--- src/rtl/uart_pkg.sv ---
// Shared types and constants for the memory-mapped UART port.
// Status word layout and the write-data bit that acknowledges a received byte.
package uart_pkg;

    typedef enum logic [1:0] {
        TX_IDLE  = 2'd0,
        TX_START = 2'd1,
        TX_DATA  = 2'd2,
        TX_STOP  = 2'd3
    } tx_state_e;

    typedef enum logic [1:0] {
        RX_IDLE  = 2'd0,
        RX_START = 2'd1,
        RX_DATA  = 2'd2,
        RX_STOP  = 2'd3
    } rx_state_e;

    localparam int ST_TXFULL  = 15;
    localparam int ST_TXIDLE  = 14;
    localparam int ST_RXVALID = 13;
    localparam int ST_OVERRUN = 12;

    localparam int ACK_BIT = 15;

    localparam int DEFAULT_BAUD_DIV   = 104;
    localparam int DEFAULT_FIFO_DEPTH = 8;

endpackage

--- src/rtl/uart_fifo.sv ---
// Synchronous FIFO for the TX byte buffer; first word is visible on rdata_o.
// A push into a full FIFO is accepted when a pop happens in the same cycle.
module uart_fifo #(
    parameter int WIDTH = 8,
    parameter int DEPTH = 8
) (
    input  logic             clk_i,
    input  logic             rst_ni,
    input  logic             push_i,
    input  logic [WIDTH-1:0] wdata_i,
    input  logic             pop_i,
    output logic [WIDTH-1:0] rdata_o,
    output logic             full_o,
    output logic             empty_o
);

    localparam int AW = $clog2(DEPTH);

    logic [AW:0]      wptr_q, wptr_d;
    logic [AW:0]      rptr_q, rptr_d;
    logic [WIDTH-1:0] mem_q [DEPTH];
    logic             do_push, do_pop;

    // Pointers carry one extra wrap bit so full and empty are distinguishable.
    assign empty_o = (wptr_q == rptr_q);
    assign full_o  = (wptr_q[AW] != rptr_q[AW]) && (wptr_q[AW-1:0] == rptr_q[AW-1:0]);

    assign do_pop  = pop_i & ~empty_o;
    assign do_push = push_i & (~full_o | do_pop);

    assign wptr_d  = wptr_q + {{AW{1'b0}}, do_push};
    assign rptr_d  = rptr_q + {{AW{1'b0}}, do_pop};
    assign rdata_o = mem_q[rptr_q[AW-1:0]];

    always_ff @(posedge clk_i or negedge rst_ni) begin
        if (!rst_ni) begin
            wptr_q <= '0;
            rptr_q <= '0;
        end else begin
            wptr_q <= wptr_d;
            rptr_q <= rptr_d;
        end
    end

    always_ff @(posedge clk_i) begin
        if (do_push) begin
            mem_q[wptr_q[AW-1:0]] <= wdata_i;
        end
    end

endmodule

--- src/rtl/uart_port.sv ---
// Memory-mapped UART: buffered 8N1 transmitter and single-byte receiver with overrun flag.
// Bus writes enqueue TX bytes or acknowledge RX; reads return the status word.
module uart_port
    import uart_pkg::*;
#(
    parameter int BAUD_DIV   = DEFAULT_BAUD_DIV,
    parameter int FIFO_DEPTH = DEFAULT_FIFO_DEPTH
) (
    input  logic        CLK,
    input  logic        RST_N,
    input  logic [15:0] memOut,
    input  logic        memwrite,
    input  logic        uart,
    output logic [15:0] memIn,
    output logic        TX,
    input  logic        RX,
    output logic [1:0]  dbg_tx_state_o,
    output logic [1:0]  dbg_rx_state_o
);

    localparam int CW = $clog2(BAUD_DIV);
    localparam logic [CW-1:0] BAUD_LAST = CW'(BAUD_DIV - 1);
    localparam logic [CW-1:0] HALF_LAST = CW'(BAUD_DIV / 2 - 1);

    logic       strobe, push, ack;
    logic [7:0] fifo_rdata;
    logic       fifo_full, fifo_empty, tx_pop;
    logic       unused_bits;

    tx_state_e     tx_state_q, tx_state_d;
    logic [CW-1:0] tx_cnt_q, tx_cnt_d;
    logic [2:0]    tx_bit_q, tx_bit_d;
    logic [7:0]    tx_shift_q, tx_shift_d;
    logic          tx_q, tx_d;

    rx_state_e     rx_state_q, rx_state_d;
    logic [CW-1:0] rx_cnt_q, rx_cnt_d;
    logic [2:0]    rx_bit_q, rx_bit_d;
    logic [7:0]    rx_shift_q, rx_shift_d;
    logic          rx_sync1_q, rx_sync2_q, rx_prev_q;
    logic          rx_stop_ok;
    logic          rxvalid_q, rxvalid_d, overrun_q, overrun_d;
    logic [7:0]    rxdata_q, rxdata_d;

    assign strobe      = memwrite & uart;
    assign push        = strobe & ~memOut[ACK_BIT];
    assign ack         = strobe & memOut[ACK_BIT];
    assign unused_bits = ^memOut[14:8];

    uart_fifo #(.WIDTH(8), .DEPTH(FIFO_DEPTH)) u_txfifo (
        .clk_i   (CLK),
        .rst_ni  (RST_N),
        .push_i  (push),
        .wdata_i (memOut[7:0]),
        .pop_i   (tx_pop),
        .rdata_o (fifo_rdata),
        .full_o  (fifo_full),
        .empty_o (fifo_empty)
    );

    always_comb begin
        tx_state_d = tx_state_q;
        tx_cnt_d   = tx_cnt_q;
        tx_bit_d   = tx_bit_q;
        tx_shift_d = tx_shift_q;
        tx_pop     = 1'b0;
        case (tx_state_q)
            TX_IDLE: begin
                if (!fifo_empty) begin
                    tx_pop     = 1'b1;
                    tx_shift_d = fifo_rdata;
                    tx_cnt_d   = '0;
                    tx_state_d = TX_START;
                end
            end
            TX_START: begin
                if (tx_cnt_q == BAUD_LAST) begin
                    tx_cnt_d   = '0;
                    tx_bit_d   = '0;
                    tx_state_d = TX_DATA;
                end else begin
                    tx_cnt_d = tx_cnt_q + 1'b1;
                end
            end
            TX_DATA: begin
                if (tx_cnt_q == BAUD_LAST) begin
                    tx_cnt_d   = '0;
                    tx_shift_d = {1'b0, tx_shift_q[7:1]};
                    tx_bit_d   = tx_bit_q + 1'b1;
                    if (tx_bit_q == 3'd7) tx_state_d = TX_STOP;
                end else begin
                    tx_cnt_d = tx_cnt_q + 1'b1;
                end
            end
            TX_STOP: begin
                if (tx_cnt_q == BAUD_LAST) begin
                    tx_cnt_d = '0;
                    // Chain straight into the next start bit when more data is queued.
                    if (!fifo_empty) begin
                        tx_pop     = 1'b1;
                        tx_shift_d = fifo_rdata;
                        tx_state_d = TX_START;
                    end else begin
                        tx_state_d = TX_IDLE;
                    end
                end else begin
                    tx_cnt_d = tx_cnt_q + 1'b1;
                end
            end
            default: tx_state_d = TX_IDLE;
        endcase
    end

    // The pin is registered from the current state, so it lags the FSM by one cycle.
    always_comb begin
        tx_d = 1'b1;
        case (tx_state_q)
            TX_START: tx_d = 1'b0;
            TX_DATA:  tx_d = tx_shift_q[0];
            default:  tx_d = 1'b1;
        endcase
    end

    always_comb begin
        rx_state_d = rx_state_q;
        rx_cnt_d   = rx_cnt_q;
        rx_bit_d   = rx_bit_q;
        rx_shift_d = rx_shift_q;
        rx_stop_ok = 1'b0;
        case (rx_state_q)
            RX_IDLE: begin
                if (rx_prev_q && !rx_sync2_q) begin
                    rx_cnt_d   = '0;
                    rx_state_d = RX_START;
                end
            end
            RX_START: begin
                if (rx_cnt_q == HALF_LAST) begin
                    rx_cnt_d   = '0;
                    rx_bit_d   = '0;
                    rx_state_d = rx_sync2_q ? RX_IDLE : RX_DATA;
                end else begin
                    rx_cnt_d = rx_cnt_q + 1'b1;
                end
            end
            RX_DATA: begin
                if (rx_cnt_q == BAUD_LAST) begin
                    rx_cnt_d   = '0;
                    rx_shift_d = {rx_sync2_q, rx_shift_q[7:1]};
                    rx_bit_d   = rx_bit_q + 1'b1;
                    if (rx_bit_q == 3'd7) rx_state_d = RX_STOP;
                end else begin
                    rx_cnt_d = rx_cnt_q + 1'b1;
                end
            end
            RX_STOP: begin
                if (rx_cnt_q == BAUD_LAST) begin
                    rx_cnt_d   = '0;
                    rx_stop_ok = rx_sync2_q;
                    rx_state_d = RX_IDLE;
                end else begin
                    rx_cnt_d = rx_cnt_q + 1'b1;
                end
            end
            default: rx_state_d = RX_IDLE;
        endcase
    end

    // A byte landing together with an ack replaces the old one and clears overrun.
    always_comb begin
        rxvalid_d = rxvalid_q;
        overrun_d = overrun_q;
        rxdata_d  = rxdata_q;
        if (ack) begin
            rxvalid_d = 1'b0;
            overrun_d = 1'b0;
        end
        if (rx_stop_ok) begin
            if (ack || !rxvalid_q) begin
                rxdata_d  = rx_shift_q;
                rxvalid_d = 1'b1;
            end else begin
                overrun_d = 1'b1;
            end
        end
    end

    always_ff @(posedge CLK or negedge RST_N) begin
        if (!RST_N) begin
            tx_state_q <= TX_IDLE;
            tx_cnt_q   <= '0;
            tx_bit_q   <= '0;
            tx_shift_q <= '0;
            tx_q       <= 1'b1;
            rx_state_q <= RX_IDLE;
            rx_cnt_q   <= '0;
            rx_bit_q   <= '0;
            rx_shift_q <= '0;
            rx_sync1_q <= 1'b1;
            rx_sync2_q <= 1'b1;
            rx_prev_q  <= 1'b1;
            rxvalid_q  <= 1'b0;
            overrun_q  <= 1'b0;
            rxdata_q   <= '0;
        end else begin
            tx_state_q <= tx_state_d;
            tx_cnt_q   <= tx_cnt_d;
            tx_bit_q   <= tx_bit_d;
            tx_shift_q <= tx_shift_d;
            tx_q       <= tx_d;
            rx_state_q <= rx_state_d;
            rx_cnt_q   <= rx_cnt_d;
            rx_bit_q   <= rx_bit_d;
            rx_shift_q <= rx_shift_d;
            rx_sync1_q <= RX;
            rx_sync2_q <= rx_sync1_q;
            rx_prev_q  <= rx_sync2_q;
            rxvalid_q  <= rxvalid_d;
            overrun_q  <= overrun_d;
            rxdata_q   <= rxdata_d;
        end
    end

    assign TX             = tx_q;
    assign memIn          = uart ? {fifo_full, fifo_empty & (tx_state_q == TX_IDLE),
                                    rxvalid_q, overrun_q, 4'h0, rxdata_q} : 16'h0000;
    assign dbg_tx_state_o = tx_state_q;
    assign dbg_rx_state_o = rx_state_q;

endmodule
--- config.mk ---
export PLATFORM = sky130hd
export DESIGN_NAME = uart_port
export DESIGN_NICKNAME = d
export VERILOG_FILES = /design/src/rtl/uart_pkg.sv /design/src/rtl/uart_fifo.sv /design/src/rtl/uart_port.sv
export SDC_FILE = /design/constraint.sdc
export NUM_CORES = 1
export LEC_CHECK = 0
export CORE_ASPECT_RATIO = 1.5
export CORE_UTILIZATION = 58
export DETAILED_ROUTE_END_ITERATION = 10
export PLACE_DENSITY = 0.85
export SYNTH_ARGS = -nofsm -noshare
export SYNTH_HDL_FRONTEND = slang
export SYNTH_HIERARCHICAL = 1
export SYNTH_SLANG_ARGS = --single-unit
--- constraint.sdc ---
create_clock -name CLK -period 2.9 [get_ports CLK]
set_input_delay 0.29 -clock CLK [delete_from_list [all_inputs] [get_ports CLK]]
set_output_delay 0.29 -clock CLK [all_outputs]
set_load 0.01 [all_outputs]
==> reports/metrics.cfg, run 1 <==
[power_and_ir_drop]
p_switching_w = 0.00209
p_seq_frac = 0.387
intPower_w = 0.00427
power_frac_clock = 0.301
p_comb_frac = 0.312
powerDensity_nw_per_um2 = 940
peakVddDrop_mv = 0.704
swShare = 0.328
leakage_nw = 2.72

[synthesis]
ys_types = 57
ys_seq_elements = 126
synth.cell_area_sq_um = 5770
syn-instance-count = 387
yosys.area_share.simple = 0.0977
yosys.area_share.adder = 0.0369
synth_top_family_by_area = multiplexers
synth_compound_area_frac = 0.0632
synth_xor_area_frac = 0.0195
synth_ff_type = edfxtp_1
synthTopCellsByCount = 64 x edfxtp_1, 58 x dfrtp_1, 33 x mux2_2
synth_area_per_cell_sq_um = 14.9
yosysTopAreaCellShare = 0.333
ys_warn_count = 6
synthMuxAreaShare = 0.151
synth_most_common_cell = edfxtp_1
async_flop_share = 0.492
yosysTopAreaCell = edfxtp_1
synth-seq-area-share = 0.603
yosys-top-cells-area = edfxtp_1 33%, dfrtp_1 25%, mux2_2 6.4%
synth-edff-count = 64

[timing]
max_freq_mhz = 357
fin_crit_sh = 0.965
finClkSkew_ns = 0.00699
setup-tns-final_ns = 0
rsz0062_at_grt = no
worstMarginPinSlew_ns = 0.575
max-slew-margin-rel = 0.617
period_needed_ns = 2.80
finalHoldViolations = 0
setup_viol = 0
final_max_slew_viol_count = 0

[place]
io_buffers = 30
place_hpwl_um = 7040
gp_congestion = 0.776

[clock_network]
clockRootBuffer = clkbuf_16
cts.clk_slew.worst_paths_ns = 0.06
cts_buffer_depth = 2
clock_latency_ns = 0.41
cts.sinks = 126
cts_tree = yes
cts_setup_buffers = 0
htree_levels = 4
cts_inserted_buffers = 17

[worst_setup_path]
crit_buf_inv = 2
cpMostUsedCell = nor3_1
critPathLaunch = u_txfifo/wptr_q[2]
end_kind = flip-flop
cp.arrival_ns = 2.91
reg2reg_from = u_txfifo/wptr_q[2]
timing.critical_path.slowest_stage_cell = dfrtp_1
crit_required_ns = 3.02
critPathMaxFanout = 10
crit_family = buffers and inverters
slowest_delay_ns = 0.54
crit_type = flip-flop to flip-flop
critPathLaunchType = flip-flop
crit_chain = xor2_1 -> nor3_1 -> and2_1 -> nor3_1 -> clkinv_1 -> a2111oi_2 -> buf_4

[floorplan]
die-height_um = 124
initial_utilization = 0.595
dieArea_sq_um = 10400
core_sq_um = 9690
rows = 44
fp.dieW_um = 83.4
pin_count = 42

[final_layout]
fill_cells = 636
final_core_util = 0.698
fin_nets = 478
area_growth_syn_to_layout_pct = 17.4
diodes = 0
drive_gt1_frac = 0.254

[routing]
dr.pass1.iters = 4
vias = 3377
vias_per_cell = 5.95
antenna_left = 0
drt-total-wl_um = 10900
wl_per_cell_um = 19.2
drt_iter0_drc = 245
drc = 0

[global_route]
antenna_found_initial = 0
grt_pass1_wl_um = 17400
grt_pass1_vias = 3465
grt_max_degree = 42
track_usage = 0.228
gr-total-overflow = 0

[status]
status = completed

[hold_path]
min_path_type = input pin to flip-flop
hold_path.startpoint = RX

[job]
max_cap_violations = 0

-- power by group through the flow --
| stage | Sequential, W | Clock (W) | Combinational (W) |
|---|---|---|---|
| 4_1_cts | 0.00245 | 0.00194 | 0.00201 |
| 5_1_grt | 0.00250 | 0.00201 | 0.00216 |
| 3_5_place_dp | 0.00248 | 0 | 0.00194 |
| 2_1_floorplan | 0.00238 | 0 | 0.00159 |
| 6_report | 0.00246 | 0.00191 | 0.00199 |
| 3_3_place_gp | 0.00245 | 0 | 0.00186 |
-- routing by layer --
metal / global-route usage / part of all wire
met4: 0.107 / 0.020
met1: 0.244 / 0.39
met3: 0.0504 / 0.026
met5: 0 / 0
met2: 0.429 / 0.57
-- registers in the layout (all words and copies together), names as in the netlist, 2 cells and up, named ones only --
| signal | cells |
|---|---|
| u_txfifo/mem_q | 64 |
| rx_shift_q | 8 |
| rxdata_q | 8 |
| tx_shift_q | 8 |
| rx_cnt_q | 7 |
| tx_cnt_q | 7 |
| u_txfifo/rptr_q | 4 |
| u_txfifo/wptr_q | 4 |
| rx_bit_q | 3 |
| tx_bit_q | 3 |
| dbg_tx_state_o | 2 |
-- worst paths after layout --
path / endpoint / slack (ns) / depth (start not counted)
max in group asynchronous: TX / 1.61 / 3
worst max register to register: u_txfifo/mem_q[1][6] / 0.10 / 7
worst min register to register: rx_sync2_q / 0.37 / 0
worst max-delay path: u_txfifo/mem_q[1][6] / 0.10 / 7
min in group asynchronous: rxdata_q[6] / 0.36 / 2
worst min-delay path: rx_sync1_q / 0.28 / 1
-- cells in the final DEF, fill, tap and decap left out, drive strengths merged, types with 3 or more instances in the layout --
| cell | netlist | final |
|---|---|---|
| a21oi | 12 | 12 |
| a32o | 3 | 3 |
| and2 | 14 | 14 |
| and3 | 4 | 4 |
| buf | 13 | 17 |
| clkbuf | 3 | 17 |
| clkdlybuf4s50 | 0 | 29 |
| clkinv | 1 | 8 |
| conb | 1 | 4 |
| dfrtp | 58 | 58 |
| dfstp | 4 | 4 |
| edfxtp | 64 | 64 |
| ha | 17 | 17 |
| inv | 9 | 15 |
| mux2 | 41 | 41 |
| mux4 | 16 | 16 |
| nand2 | 27 | 27 |
| nand3 | 12 | 12 |
| nand4 | 4 | 4 |
| nor2 | 13 | 13 |
| nor2b | 6 | 6 |
| nor3 | 7 | 7 |
| nor4 | 3 | 3 |
| o21a | 3 | 3 |
| o21ai | 10 | 10 |
| o22ai | 4 | 4 |
| o31ai | 3 | 3 |
| xnor2 | 4 | 4 |
| xor2 | 8 | 8 |
-- through the flow --
stage	area, sq um	cells	hold slack (ns)	setup WS (ns)	power [W]
3_3_place_gp	6210	535	0.266	0.333	0.00431
3_5_place_dp	6210	535	0.273	0.272	0.00442
4_1_cts	6760	568	0.276	0.119	0.00640
6_report	6770	568	0.281	0.102	0.00636
5_1_grt	6770	568	0.272	0.0131	0.00667
2_1_floorplan	5780	390	-0.00559	0.269	0.00397
-- cell families after synthesis --
kind of cell / count (synthesis)
buf+inv: 26
simple gates: 98
mux: 57
other cells: 1
xor+xnor: 12
flops: 126
compound gates: 50
fa+ha+maj: 17
-- final cells by class --
class,count,area [sq um],share of cell area
Clock inverter,15,113,0.0166
Multi-Input combinational cell,238,2140,0.317
Tap cell,115,144,0.0213
Inverter,10,37.5,0.00555
Timing Repair Buffer,47,425,0.0629
Sequential cell,126,3480,0.514
Clock buffer,17,425,0.0629
-- timing repair --
action,CTS,global route
endpoints found under the setup margin,0,8
endpoints found under the hold margin,19,0
resized for setup,0,1
hold buffers,1,0
Power figures use the tool's default switching activity.
==> inputs of run 2 (changes only) <==
--- a/config.mk
+++ b/config.mk
@@ -8,7 +8,7 @@
 export CORE_ASPECT_RATIO = 1.5
 export CORE_UTILIZATION = 58
 export DETAILED_ROUTE_END_ITERATION = 10
-export PLACE_DENSITY = 0.85
+export PLACE_DENSITY_LB_ADDON = 0.08
 export SYNTH_ARGS = -nofsm -noshare
 export SYNTH_HDL_FRONTEND = slang
 export SYNTH_HIERARCHICAL = 1
==> reports/metrics.cfg, run 2 (synthesis results as in run 1) <==
[status]
status = completed

[timing]
finalHoldViolations = 0
fin_crit_sh = 0.922
setup_viol = 0
final_max_slew_viol_count = 0
worstMarginPinSlew_ns = 0.796
period_needed_ns = 2.67
setup-tns-final_ns = 0
rsz0062_at_grt = no
max_freq_mhz = 374
finClkSkew_ns = 0.00952
max-slew-margin-rel = 0.469

[final_layout]
final_cell_mix = 64 x edfxtp_1, 58 x dfrtp_1, 33 x mux2_2
fin_nets = 480
largest_reg_flops = 64
fill_cells = 683
final_area_sq_um = 6820
drive_gt1_frac = 0.259
final_common_cell = edfxtp_1
area_growth_syn_to_layout_pct = 18.3
diodes = 0
final_core_util = 0.704

[clock_network]
cts_inserted_buffers = 17
clock_latency_ns = 0.41
htree_levels = 4
cts.sinks = 126
cts_buffer_depth = 2
clockRootBuffer = clkbuf_16
cts.clk_slew.worst_paths_ns = 0.06
cts_tree = yes

[worst_setup_path]
end_kind = output pin
crit_type = flip-flop to output pin
crit_family = simple AND/OR/NAND/NOR gates
cp.arrival_ns = 2.38
critPathMaxFanout = 9
critPathLaunchType = flip-flop
timing.critical_path.slowest_stage_cell = clkdlybuf4s50_1
crit_chain = xor2_1 -> nor3_1 -> and2_1 -> and3_1 -> clkdlybuf4s50_1
crit_required_ns = 2.61
slowest_delay_ns = 0.54
crit_buf_inv = 1

[routing]
vias = 3299
drt_iter0_drc = 101
drt-total-wl_um = 10100
wl_per_cell_um = 17.8
vias_per_cell = 5.79
drc = 0
dr.pass1.iters = 4
antenna_left = 0

[floorplan]
dieArea_sq_um = 10400
core_sq_um = 9690
initial_utilization = 0.595
rows = 44
fp.dieW_um = 83.4
die-height_um = 124
pin_count = 42

[hold_path]
min_path_type = input pin to flip-flop

[place]
gp_congestion = 0.757
post_dp_cell_area_sq_um = 6230
io_buffers = 30
place_hpwl_um = 6940

[power_and_ir_drop]
powerDensity_nw_per_um2 = 944
leakage_nw = 2.76
peakVddDrop_mv = 0.613

[global_route]
grt_pass1_wl_um = 16500
antenna_found_initial = 0
grt_pass1_vias = 3355
track_usage = 0.216
gr-total-overflow = 0
grt_max_degree = 36

[job]
max_cap_violations = 0

-- run 2: what timing repair did --
item	4_1_cts	5_1_grt
hold buffers	1	0
buffers inserted	0	0
hold endpoints to repair	30	0
gates resized for setup	0	0
-- run 2: metal layers --
| metal | global-route usage | wire, um |
|---|---|---|
| met2 | 0.402 | 5660 |
| met1 | 0.230 | 4020 |
| met4 | 0.0981 | 207 |
| met5 | 0 | 0 |
| met3 | 0.0537 | 246 |
-- run 2: layout make-up --
type / count / area [sq um] / area share
multi-input combinational: 238 / 2140 / 0.313
sequential: 126 / 3480 / 0.510
inverter: 10 / 37.5 / 0.00550
tap: 115 / 144 / 0.0211
clock buffer: 17 / 425 / 0.0624
timing repair buffer: 49 / 440 / 0.0646
clock inverter: 15 / 159 / 0.0233
-- run 2: worst paths after layout --
check                                       end  slack [ns]  cells after the start          startpoint
min in group asynchronous         rx_shift_q[5]        0.50                      2               RST_N
max                                   memIn[14]        0.23                      5  u_txfifo/wptr_q[1]
min                                  rx_sync1_q        0.30                      1                  RX
min reg2reg                          rx_sync2_q        0.36                      0          rx_sync1_q
max reg2reg                u_txfifo/mem_q[1][6]        0.28                      7  u_txfifo/wptr_q[2]
max in group asynchronous                    TX        1.61                      3               RST_N
-- run 2: per-stage QoR --
stage | std cells | hold slack, ns | power [W] | setup slack (ns)
global placement | 537 | 0.349 | 0.00436 | 0.332
CTS | 570 | 0.288 | 0.00651 | 0.215
finish | 570 | 0.300 | 0.00644 | 0.226
floorplan | 390 | -0.00559 | 0.00397 | 0.269
detailed placement | 537 | 0.347 | 0.00444 | 0.295
global route | 570 | 0.297 | 0.00679 | 0.0953
-- run 2: power by group --
part / internal (W) / leakage (nW) / switching [W]
Sequential: 0.00216 / 1.38 / 0.000292
Clock: 0.00127 / 0.284 / 0.000787
Combinational: 0.00101 / 1.10 / 0.000920
==> inputs of run 3 (changes only) <==
--- a/config.mk
+++ b/config.mk
@@ -6,7 +6,8 @@
 export NUM_CORES = 1
 export LEC_CHECK = 0
 export CORE_ASPECT_RATIO = 1.5
-export CORE_UTILIZATION = 58
+export CORE_UTILIZATION = 61
+export CTS_BUF_LIST = sky130_fd_sc_hd__clkbuf_4 sky130_fd_sc_hd__clkbuf_8
 export DETAILED_ROUTE_END_ITERATION = 10
 export PLACE_DENSITY_LB_ADDON = 0.08
 export SYNTH_ARGS = -nofsm -noshare
==> reports/metrics.cfg, run 3 (synthesis results as in run 1) <==
[power_and_ir_drop]
intPower_w = 0.00381
p_comb_frac = 0.336
peakVddDrop_mv = 0.573
powerDensity_nw_per_um2 = 881
p_seq_frac = 0.421
leakage_nw = 2.66
power_w = 0.00582
swShare = 0.345
p_switching_w = 0.00201
power_frac_clock = 0.244

[worst_setup_path]
critPathMaxFanout = 9
end_kind = output pin
critPathLaunch = u_txfifo/wptr_q[1]
reg2reg_from = u_txfifo/wptr_q[1]
cp.arrival_ns = 2.38
timing.critical_path.slowest_stage_cell = clkdlybuf4s50_1
crit_type = flip-flop to output pin
crit_buf_inv = 1
slowest_delay_ns = 0.53
critPathLaunchType = flip-flop
crit_family = simple AND/OR/NAND/NOR gates
crit_required_ns = 2.61
crit_chain = xor2_1 -> nor3_2 -> and2_1 -> and3_1 -> clkdlybuf4s50_1

[timing]
max-slew-margin-rel = 0.641
finalHoldViolations = 0
max_freq_mhz = 375
setup-tns-final_ns = 0
period_needed_ns = 2.67
rsz0062_at_grt = no
fin_hold_ws_ns = 0.272
setup_viol = 0
final_max_slew_viol_count = 0
fin_crit_sh = 0.921
finClkSkew_ns = 0.0174
worstMarginPinSlew_ns = 0.538

[clock_network]
htree_levels = 4
cts.clk_slew.worst_paths_ns = 0.08
cts_buffer_depth = 2
cts.sinks = 126
cts_tree = yes
clock_latency_ns = 0.44
cts_inserted_buffers = 17
clockRootBuffer = clkbuf_8

[global_route]
gr-total-overflow = 0
grt_max_degree = 43
grt_pass1_vias = 3415
grt_pass1_wl_um = 16200
track_usage = 0.229
antenna_found_initial = 0

[floorplan]
die-height_um = 121
initial_utilization = 0.627
dieArea_sq_um = 9850
fp.dieW_um = 81.4
rows = 43
pin_count = 42
core_sq_um = 9200

[routing]
vias_per_cell = 5.80
drc = 0
drt-total-wl_um = 9750
drt_iter0_drc = 167
wl_per_cell_um = 17.2
dr.pass1.iters = 6
antenna_left = 0
vias = 3280

[final_layout]
final_common_cell = edfxtp_1
fin_nets = 479
largest_reg_flops = 64
drive_gt1_frac = 0.269
area_growth_syn_to_layout_pct = 14.7
final_cell_mix = 64 x edfxtp_1, 56 x dfrtp_1, 33 x mux2_2
diodes = 0

[job]
max_cap_violations = 0

[place]
io_buffers = 30
place_hpwl_um = 6830
gp_congestion = 0.799

[status]
status = completed

[hold_path]
min_path_type = input pin to flip-flop
hold_path.startpoint = RX

-- run 3: power groups by stage --
stage / Sequential (W) / Combinational (W) / Clock [W]
6_report: 0.00245 / 0.00195 / 0.00142
3_3_place_gp: 0.00246 / 0.00189 / 0
5_1_grt: 0.00249 / 0.00214 / 0.00154
2_1_floorplan: 0.00238 / 0.00159 / 0
3_5_place_dp: 0.00248 / 0.00195 / 0
4_1_cts: 0.00244 / 0.00197 / 0.00146
-- run 3: cell type report --
type                       instances  area (sq um)
multi-input combinational        238          2140
fill                             600          2590
timing repair buffer              48           433
tap                              112           140
inverter                          10          37.5
sequential                       126          3480
clock buffer                      17           234
clock inverter                    15           143
-- run 3: per-stage QoR --
step / utilization / setup slack [ns] / instance area (sq um) / std cells
3_3_place_gp: 0.676 / 0.322 / 6220 / 533
2_1_floorplan: - / 0.269 / 5780 / 390
4_1_cts: 0.718 / 0.0825 / 6600 / 566
6_report: 0.719 / 0.230 / 6610 / 566
5_1_grt: 0.719 / 0.0564 / 6610 / 566
3_5_place_dp: 0.676 / 0.245 / 6220 / 533
-- run 3: repair_timing --
| action | in CTS | in global routing |
|---|---|---|
| resized for setup | 0 | 3 |
| setup endpoints to repair | 0 | 1 |
| endpoints found under the hold margin | 20 | 0 |
| buffers inserted | 0 | 0 |
| hold buffers | 1 | 0 |
-- run 3: final timing paths --
check                                            end  slack, ns  depth (start not counted)
min in group asynchronous         u_txfifo/wptr_q[0]       0.33                          2
worst max-delay path                       memIn[14]       0.23                          5
max in group asynchronous                         TX       1.64                          3
worst min-delay path                      rx_sync1_q       0.27                          1
worst max register to register  u_txfifo/mem_q[1][3]       0.33                          7
worst min register to register            rx_sync2_q       0.36                          0
-- run 3: worst register-to-register path: cells and delay by family, from the launching register on --
kind	cells	cell delay, ns
xor gates and xnor gates	1	0.33
and+or+nand+nor	3	0.55
DFF	1	0.48
buffers and inverters	2	0.54
AOI/OAI and AO/OA	1	0.37
-- run 3: metal layers --
layer	wire [um]	global-route usage	vias to the layer above
li1	-	-	1554
met1	3720	0.247	1630
met2	5490	0.401	74
met3	293	0.0556	22
met4	241	0.121	0
met5	0	0	-
